### src/rtl/tmr_ctrl_pkg.sv
// Shared types and helpers for the TMR voter sequencing controller.
package tmr_ctrl_pkg;

  typedef enum logic [1:0] {
    ST_TMR    = 2'd0,
    ST_DMR    = 2'd1,
    ST_RESYNC = 2'd2,
    ST_FATAL  = 2'd3
  } tmr_state_e;

  typedef logic [1:0] replica_id_t;

  typedef struct packed {
    replica_id_t a;
    replica_id_t b;
  } replica_pair_t;

  localparam replica_id_t RST_SEL_A = 2'd0;
  localparam replica_id_t RST_SEL_B = 2'd1;

  // Surviving pair once one replica is excluded from the vote.
  function automatic replica_pair_t pair_of(input replica_id_t faulty);
    replica_pair_t p;
    case (faulty)
      2'd0:    begin p.a = 2'd1; p.b = 2'd2; end
      2'd1:    begin p.a = 2'd0; p.b = 2'd2; end
      default: begin p.a = 2'd0; p.b = 2'd1; end
    endcase
    return p;
  endfunction

endpackage

### src/rtl/tmr_fault_manager_err_counter.sv
// Saturating up/down per-replica error counter; inc and dec together cancel.
module tmr_err_counter #(
  parameter int unsigned CNT_W = 4
) (
  input  logic             i_clk,
  input  logic             i_rst,
  input  logic             i_inc,
  input  logic             i_dec,
  input  logic             i_clr,
  output logic [CNT_W-1:0] o_cnt_next
);

  logic [CNT_W-1:0] r_cnt;
  logic [CNT_W-1:0] w_next;

  always_comb begin
    w_next = r_cnt;
    if (i_clr) begin
      w_next = '0;
    end else if (i_inc && !i_dec) begin
      if (r_cnt != '1) w_next = r_cnt + 1'b1;
    end else if (i_dec && !i_inc) begin
      if (r_cnt != '0) w_next = r_cnt - 1'b1;
    end
  end

  always_ff @(posedge i_clk) begin
    if (i_rst) r_cnt <= '0;
    else       r_cnt <= w_next;
  end

  assign o_cnt_next = w_next;

endmodule

### src/rtl/tmr_fault_manager.sv
// Sequencing controller for a 3-way majority voter: leaky per-replica error
// counts, fallback to two-input mode, resync handshake and probation.
module tmr_fault_manager
  import tmr_ctrl_pkg::*;
#(
  parameter int unsigned CNT_W     = 4,
  parameter int unsigned THRESHOLD = 4,
  parameter int unsigned WINDOW    = 256,
  parameter int unsigned PROBATION = 16
) (
  input  logic       clk_i,
  input  logic       rst_i,
  input  logic       vote_valid_i,
  input  logic [2:0] err_detected_i,
  output logic       only_two_o,
  output logic [1:0] sel_a_o,
  output logic [1:0] sel_b_o,
  output logic [2:0] faulty_o,
  output logic       resync_req_o,
  output logic [1:0] resync_id_o,
  input  logic       resync_ack_i,
  output logic       fatal_o,
  output logic [1:0] state_o
);

  localparam int unsigned WIN_W  = $clog2(WINDOW);
  localparam int unsigned PROB_W = $clog2(PROBATION + 1);

  tmr_state_e         r_state;
  logic [WIN_W-1:0]   r_win;
  logic [PROB_W-1:0]  r_prob;
  logic               r_only_two;
  replica_id_t        r_sel_a;
  replica_id_t        r_sel_b;
  logic [2:0]         r_faulty;
  logic               r_req;
  replica_id_t        r_id;
  logic               r_fatal;

  logic               w_in_tmr;
  logic               w_leak;
  logic               w_pair_err;
  logic               w_prob_done;
  logic               w_back_to_tmr;
  logic [2:0]         w_inc;
  logic [2:0]         w_clr;
  logic [2:0]         w_reach;
  logic [1:0]         w_nreach;
  replica_id_t        w_reach_id;
  replica_pair_t      w_pair;
  logic [CNT_W-1:0]   w_cnt_next [3];

  assign w_in_tmr      = (r_state == ST_TMR);
  assign w_leak        = &r_win;
  assign w_pair_err    = err_detected_i[0] | err_detected_i[1];
  assign w_prob_done   = (r_prob == PROB_W'(PROBATION - 1));
  assign w_back_to_tmr = (r_state == ST_RESYNC) && vote_valid_i && !w_pair_err && w_prob_done;

  for (genvar k = 0; k < 3; k++) begin : g_cnt
    assign w_inc[k] = w_in_tmr && vote_valid_i && err_detected_i[k];
    assign w_clr[k] = w_back_to_tmr && (r_id == replica_id_t'(k));

    tmr_err_counter #(.CNT_W(CNT_W)) u_cnt (
      .i_clk      (clk_i),
      .i_rst      (rst_i),
      .i_inc      (w_inc[k]),
      .i_dec      (w_in_tmr && w_leak),
      .i_clr      (w_clr[k]),
      .o_cnt_next (w_cnt_next[k])
    );

    // Only a counter that is incrementing this cycle can newly cross.
    assign w_reach[k] = w_inc[k] && (w_cnt_next[k] >= CNT_W'(THRESHOLD));
  end

  assign w_nreach   = {1'b0, w_reach[0]} + {1'b0, w_reach[1]} + {1'b0, w_reach[2]};
  assign w_reach_id = w_reach[0] ? 2'd0 : (w_reach[1] ? 2'd1 : 2'd2);
  assign w_pair     = pair_of(w_reach_id);

  always_ff @(posedge clk_i) begin
    if (rst_i) begin
      r_state    <= ST_TMR;
      r_win      <= '0;
      r_prob     <= '0;
      r_only_two <= 1'b0;
      r_sel_a    <= RST_SEL_A;
      r_sel_b    <= RST_SEL_B;
      r_faulty   <= '0;
      r_req      <= 1'b0;
      r_id       <= '0;
      r_fatal    <= 1'b0;
    end else begin
      r_win <= r_win + 1'b1;
      case (r_state)
        ST_TMR: begin
          if (vote_valid_i) begin
            if ((&err_detected_i) || (w_nreach >= 2'd2)) begin
              r_state <= ST_FATAL;
              r_fatal <= 1'b1;
            end else if (w_nreach == 2'd1) begin
              r_state    <= ST_DMR;
              r_only_two <= 1'b1;
              r_faulty   <= w_reach;
              r_req      <= 1'b1;
              r_id       <= w_reach_id;
              r_sel_a    <= w_pair.a;
              r_sel_b    <= w_pair.b;
            end
          end
        end
        ST_DMR: begin
          if (vote_valid_i && w_pair_err) begin
            r_state <= ST_FATAL;
            r_fatal <= 1'b1;
          end else if (resync_ack_i) begin
            r_state <= ST_RESYNC;
            r_req   <= 1'b0;
            r_prob  <= '0;
          end
        end
        ST_RESYNC: begin
          if (vote_valid_i) begin
            if (w_pair_err) begin
              r_state <= ST_FATAL;
              r_fatal <= 1'b1;
            end else if (w_prob_done) begin
              r_state    <= ST_TMR;
              r_faulty   <= '0;
              r_only_two <= 1'b0;
              r_sel_a    <= RST_SEL_A;
              r_sel_b    <= RST_SEL_B;
            end else begin
              r_prob <= r_prob + 1'b1;
            end
          end
        end
        default: ;
      endcase
    end
  end

  assign only_two_o   = r_only_two;
  assign sel_a_o      = r_sel_a;
  assign sel_b_o      = r_sel_b;
  assign faulty_o     = r_faulty;
  assign resync_req_o = r_req;
  assign resync_id_o  = r_id;
  assign fatal_o      = r_fatal;
  assign state_o      = r_state;

endmodule

### config.mk
export PLATFORM = sky130hd
export DESIGN_NAME = tmr_fault_manager
export DESIGN_NICKNAME = d
export VERILOG_FILES = /design/src/rtl/tmr_ctrl_pkg.sv /design/src/rtl/tmr_fault_manager_err_counter.sv /design/src/rtl/tmr_fault_manager.sv
export SDC_FILE = /design/constraint.sdc
export NUM_CORES = 1
export LEC_CHECK = 0
export CORE_MARGIN = 8
export CORE_UTILIZATION = 30
export CTS_CLUSTER_SIZE = 25
export DETAILED_ROUTE_END_ITERATION = 12
export SYNTH_ARGS = -nofsm -noshare
export SYNTH_HDL_FRONTEND = slang
export SYNTH_HIERARCHICAL = 1
export SYNTH_SLANG_ARGS = --single-unit
### constraint.sdc
create_clock -name clk_i -period 4.35 [get_ports clk_i]
set_clock_uncertainty 0.15 [all_clocks]
set_input_delay 0.6525 -clock clk_i [delete_from_list [all_inputs] [get_ports clk_i]]
set_output_delay 0.6525 -clock clk_i [all_outputs]
set_load 0.02 [all_outputs]
After elaboration in Yosys (flattened, before gate mapping)
Cells that the tools add are included.
- magnitude comparators: 4
- $mul: 0
- reductions and logical operators: 45
- multiplexer cells: 69
- shift-type cells: 0
- equality and inequality tests: 25
- bitwise logic cells: 2
- add/subtract/negate cells: 10
- div/mod/pow operators: 0
- operators with widths (kind ; number):
    $mux W4 ; 15
    $mux W2 ; 21
    $mux W5 ; 5
    $reduce_and A6 Y1 ; 4
    $logic_and A1 B1 Y1 ; 21
    $ne A2 B2 Y1 const B ; 10
    $mux W3 ; 6
    $mux W1 ; 13
    $add A4 B1 Y4 const B ; 3
    $ge A4 B3 Y1 const B ; 3
    $ne A4 B4 Y1 const B ; 3
    $pmux W3 S2 ; 2
    $reduce_bool A4 Y1 ; 3
    $sub A4 B1 Y4 const B ; 3
    $pmux W5 S2 ; 1
    $add A8 B1 Y8 const B ; 1
    $eq A2 B1 Y1 const B ; 4
    $pmux W2 S2 ; 2
    $reduce_and A8 Y1 ; 1
    $reduce_and A7 Y1 ; 1
    $logic_not A2 Y1 ; 3
    $ne A3 B3 Y1 const B ; 2
    $pmux W2 S3 ; 1
    $reduce_bool A2 Y1 ; 3
    other kinds (17) ; 24
- RAM bits: 0
- bits of input ports: 7
- latch bits: 0
- flip-flop bits (word level): 39
- memories: 0
- output and inout bits: 14
- memory bits (read-only): 0

Logic depth before layout (Yosys ltp)
Gate-level depths: netlist of the first run.
- depth after elaboration: 18
- mapped depth: 16

Hierarchy
Netlist of the first run, hierarchy kept.
- modules (own cells, without submodules) (module ; sequential area each (µm²) ; times used ; cells each ; area an instance (µm²)):
    tmr_fault_manager ; 520.5 ; 1 ; 181 ; 1561.5
    tmr_err_counter ; 80.1 ; 3 ; 43 ; 349.1

Least setup slack after synthesis of the first run
OpenSTA, ideal clock, no wires.
- kind: register to register
- from: reg r_state[0] (netlist: state_o[0])
- to: reg r_faulty[1] (netlist: faulty_o[1])
- arrival time: 3.731 ns
- buffers on the path: 2
- stages on the path, launching flop included: 17
- library setup time: 0.116 ns
- period minus slack after synthesis: 3.997 ns
- path slack: 0.353 ns
- data required time: 4.084 ns
- cell sequence: dfxtp_1 inv_1 ha_1 clkbuf_1 buf_2 nand4_1 nor2_1 nand2b_1 or4_4 o31ai_1 a211oi_1 o2111a_1 fa_1 nand2b_1 o2111a_1 nand2_1 a31o_2
- RTL lines (what ; RTL line ; RTL):
    start, declared ; tmr_fault_manager.sv:29 ; tmr_state_e r_state;
    start signal, assigned ; tmr_fault_manager.sv:82 ; r_state <= ST_TMR;
    start signal, assigned ; tmr_fault_manager.sv:98 ; r_state <= ST_FATAL;
    start signal, assigned ; tmr_fault_manager.sv:101 ; r_state <= ST_DMR;
    end signal, assigned ; tmr_fault_manager.sv:103 ; r_faulty <= w_reach;
    end, declared ; tmr_fault_manager.sv:35 ; logic [2:0] r_faulty;

==> metrics.cfg, run 1 <==
[clock_tree]
clock_path_buffers=2
root_buffer=clkbuf_8
clk_latency_ns=0.30
clk_pin_slew_ns=0.08
h-tree-depth=2
cts_tree=yes
numCtsBuffers=5
postCtsSetupBuffers=0
cts_sinks=38
ctsHoldBuffers=0
cts_resized=0

[floorplan]
initial_core_util_pct=31.1
dieArea_um2=11800
row_count=33
core_area_um2=8260
die_w_um=109
die_h_um=109
ios=21

[power_and_ir_drop]
pwr-share-seq_pct=29.2
p_clk_share_pct=23.9
p_comb_share_pct=46.9
p_leak_nw=1.11
internal-power_mw=0.973
peakVddDrop_mv=0.196
power_density_nw_per_um2=535
swShare_pct=39.0
power.net_switching_mw=0.623

[sta]
max_freq_mhz=251
period_needed_ns=3.98
setup_tns_ns=0
fin_crit_sh_pct=91.6
hold_slack_ns=0.304
maxSlewHeadroom_pct=58.3
rsz0062_at_grt=no
setup_viol_count_final=0
slew_violations=0
tightest_slew_ns=0.624
finalHoldViolCount=0

[final_layout]
nets=342
instances_no_fill=427
nFillCells=844
finalInstanceArea_um2=2990
multiInputGateArea_um2=1620
syn2layout_area_growth_pct=16.1
regArea_um2=761
diodes=0
drive_above_1_share_pct=14.6

[setup_path]
crit_path_end_kind=flip-flop
r2r_cells=15
critPathKind=reg2reg
r2r_slack_ns=0.37
crit_fanout=9
worstReg2RegEnd=sel_b_o[0]
r2r_start=state_o[0]
worstPathRequired_ns=4.38
crit_arrival_ns=4.01
startpoint_type=flip-flop

[drt]
drt-total-wl_mm=6.12
vias_per_cell=5.29
wl_per_cell_um=14.3
drc=0
first_pass_iters=4
vias=2259
drt_iter0_markers=129
ant_nets=0

[min_path]
min_to=fatal_o
min_path_cells=2
hold_path.class=reg2reg
hp-start=fatal_o

[placement]
io_buffers=19
dp_hpwl_mm=4.55
placed_area_um2=2840
routabilityCongestion=0.858
dp_cells=419

[grt]
grt_pass1_vias=2224
grt-ovfl-total=0
grt_pass1_wl_mm=10.4
grt_use_total_pct=10.6
antenna_found_initial=0
grt_max_degree=23

[yosys]
yosys_warnings=6
syn_avg_cell_area_um2=8.54
syn-cell-area_um2=2570
syn_inst=301
syn-num-nets=322

[flow_run]
cap_viol_max_count=0

[run_status]
status=finished clean

power by group through the flow:
stage | Combinational, mW | Clock [mW] | Sequential [mW]
after floorplan | 0.558 | 0 | 0.480
after global placement | 0.728 | 0 | 0.474
after detailed placement | 0.742 | 0 | 0.473
after CTS | 0.745 | 0.388 | 0.465
after global routing | 0.832 | 0.404 | 0.478
final | 0.749 | 0.381 | 0.467
flip-flops by register name (all words and copies together), names as in the netlist:
signal and cells:
resync_req_o 1, fatal_o 1, r_win 8, resync_id_o 2
state_o 2, sel_b_o 2, sel_a_o 1, r_prob 5
faulty_o 3, g_cnt.u_cnt/r_cnt 12, only_two_o 1
metrics by stage:
step                      setup WS [ns]  utilization, %  total power [mW]
after detailed placement          0.162            34.4              1.22
after CTS                         0.390            36.2              1.60
final                             0.366            36.2              1.60
after floorplan                   0.353               -              1.04
after global placement            0.215            34.4              1.20
after global routing              0.151            36.2              1.71
worst max-delay path: stages, from the launching register on:
cell and delay [ns]:
dfxtp_1 0.36, inv_1 0.09, ha_1 0.30, nand4_1 0.13, nor2_1 0.12, buf_4 0.17, nand2b_1 0.12, or4_4 0.44
o21a_1 0.21, a211oi_1 0.25, o2111a_1 0.32, fa_1 0.50, nand2b_1 0.19, o2111a_1 0.17, a21oi_2 0.25, a2bb2oi_1 0.11
cell usage in the layout (no fill, tap or decap), types with 3 or more instances in the layout:
| master | count |
|---|---|
| a21oi_1 | 16 |
| nor3b_1 | 9 |
| nor3_1 | 10 |
| nand4_1 | 3 |
| xnor2_1 | 4 |
| mux2_2 | 3 |
| nor2_1 | 29 |
| a211oi_1 | 3 |
| nand3b_1 | 3 |
| o31ai_1 | 3 |
| dfxtp_1 | 38 |
| clkbuf_8 | 6 |
| or4_4 | 3 |
| xor2_1 | 3 |
| or2_2 | 7 |
| a2111oi_1 | 3 |
| buf_4 | 10 |
| o21ai_0 | 13 |
| a2111oi_2 | 4 |
| nand2b_1 | 12 |
| nand3_1 | 7 |
| a221oi_1 | 3 |
| o21ba_2 | 3 |
| clkdlybuf4s50_1 | 19 |
| nor2b_1 | 3 |
| nor4_1 | 4 |
| inv_1 | 17 |
| a31o_2 | 3 |
| mux2i_1 | 4 |
| nand2_1 | 14 |
| and3_1 | 7 |
| o22ai_1 | 5 |
| ha_1 | 13 |
| o2111a_1 | 3 |
| o21a_1 | 4 |
worst max-delay path by stage:
stage | start | endpoint | slack [ns] | depth (start not counted)
after floorplan | state_o[0] | faulty_o[1] | 0.35 | 16
after global placement | err_detected_i[1] | sel_b_o[0] | 0.21 | 12
after detailed placement | vote_valid_i | sel_b_o[0] | 0.16 | 12
after CTS | state_o[0] | sel_b_o[1] | 0.39 | 15
after global routing | state_o[0] | resync_req_o | 0.15 | 15
final | state_o[0] | sel_b_o[0] | 0.37 | 15
layout make-up:
class,instances,area share (%)
inverters,17,2.14
clock inverters,2,2.01
well taps,105,4.40
repair buffers,29,8.89
multi-input cells,230,54.3
clock buffers,6,2.77
flip-flops and latches,38,25.5
per-layer routing:
metal	part of all wire [%]	global-route usage, %	vias to the layer above
li1	-	-	1140
met1	48	13.2	1074
met2	47	17.8	41
met3	4.5	3.27	4
met4	0.60	1.76	0
met5	0	0	-
(Power assumes the default switching activity.)
==> run 2: changes to the inputs <==
- ABC_CLOCK_PERIOD_IN_PS: unset -> 4350
==> results of run 2 <==
The final DEF is identical to that of run 1; final timing and power are the same.
==> run 3: changes to the inputs <==
- CAP_MARGIN: unset -> 40
==> results of run 3 <==
The final DEF is identical to that of run 1; final timing and power are the same.
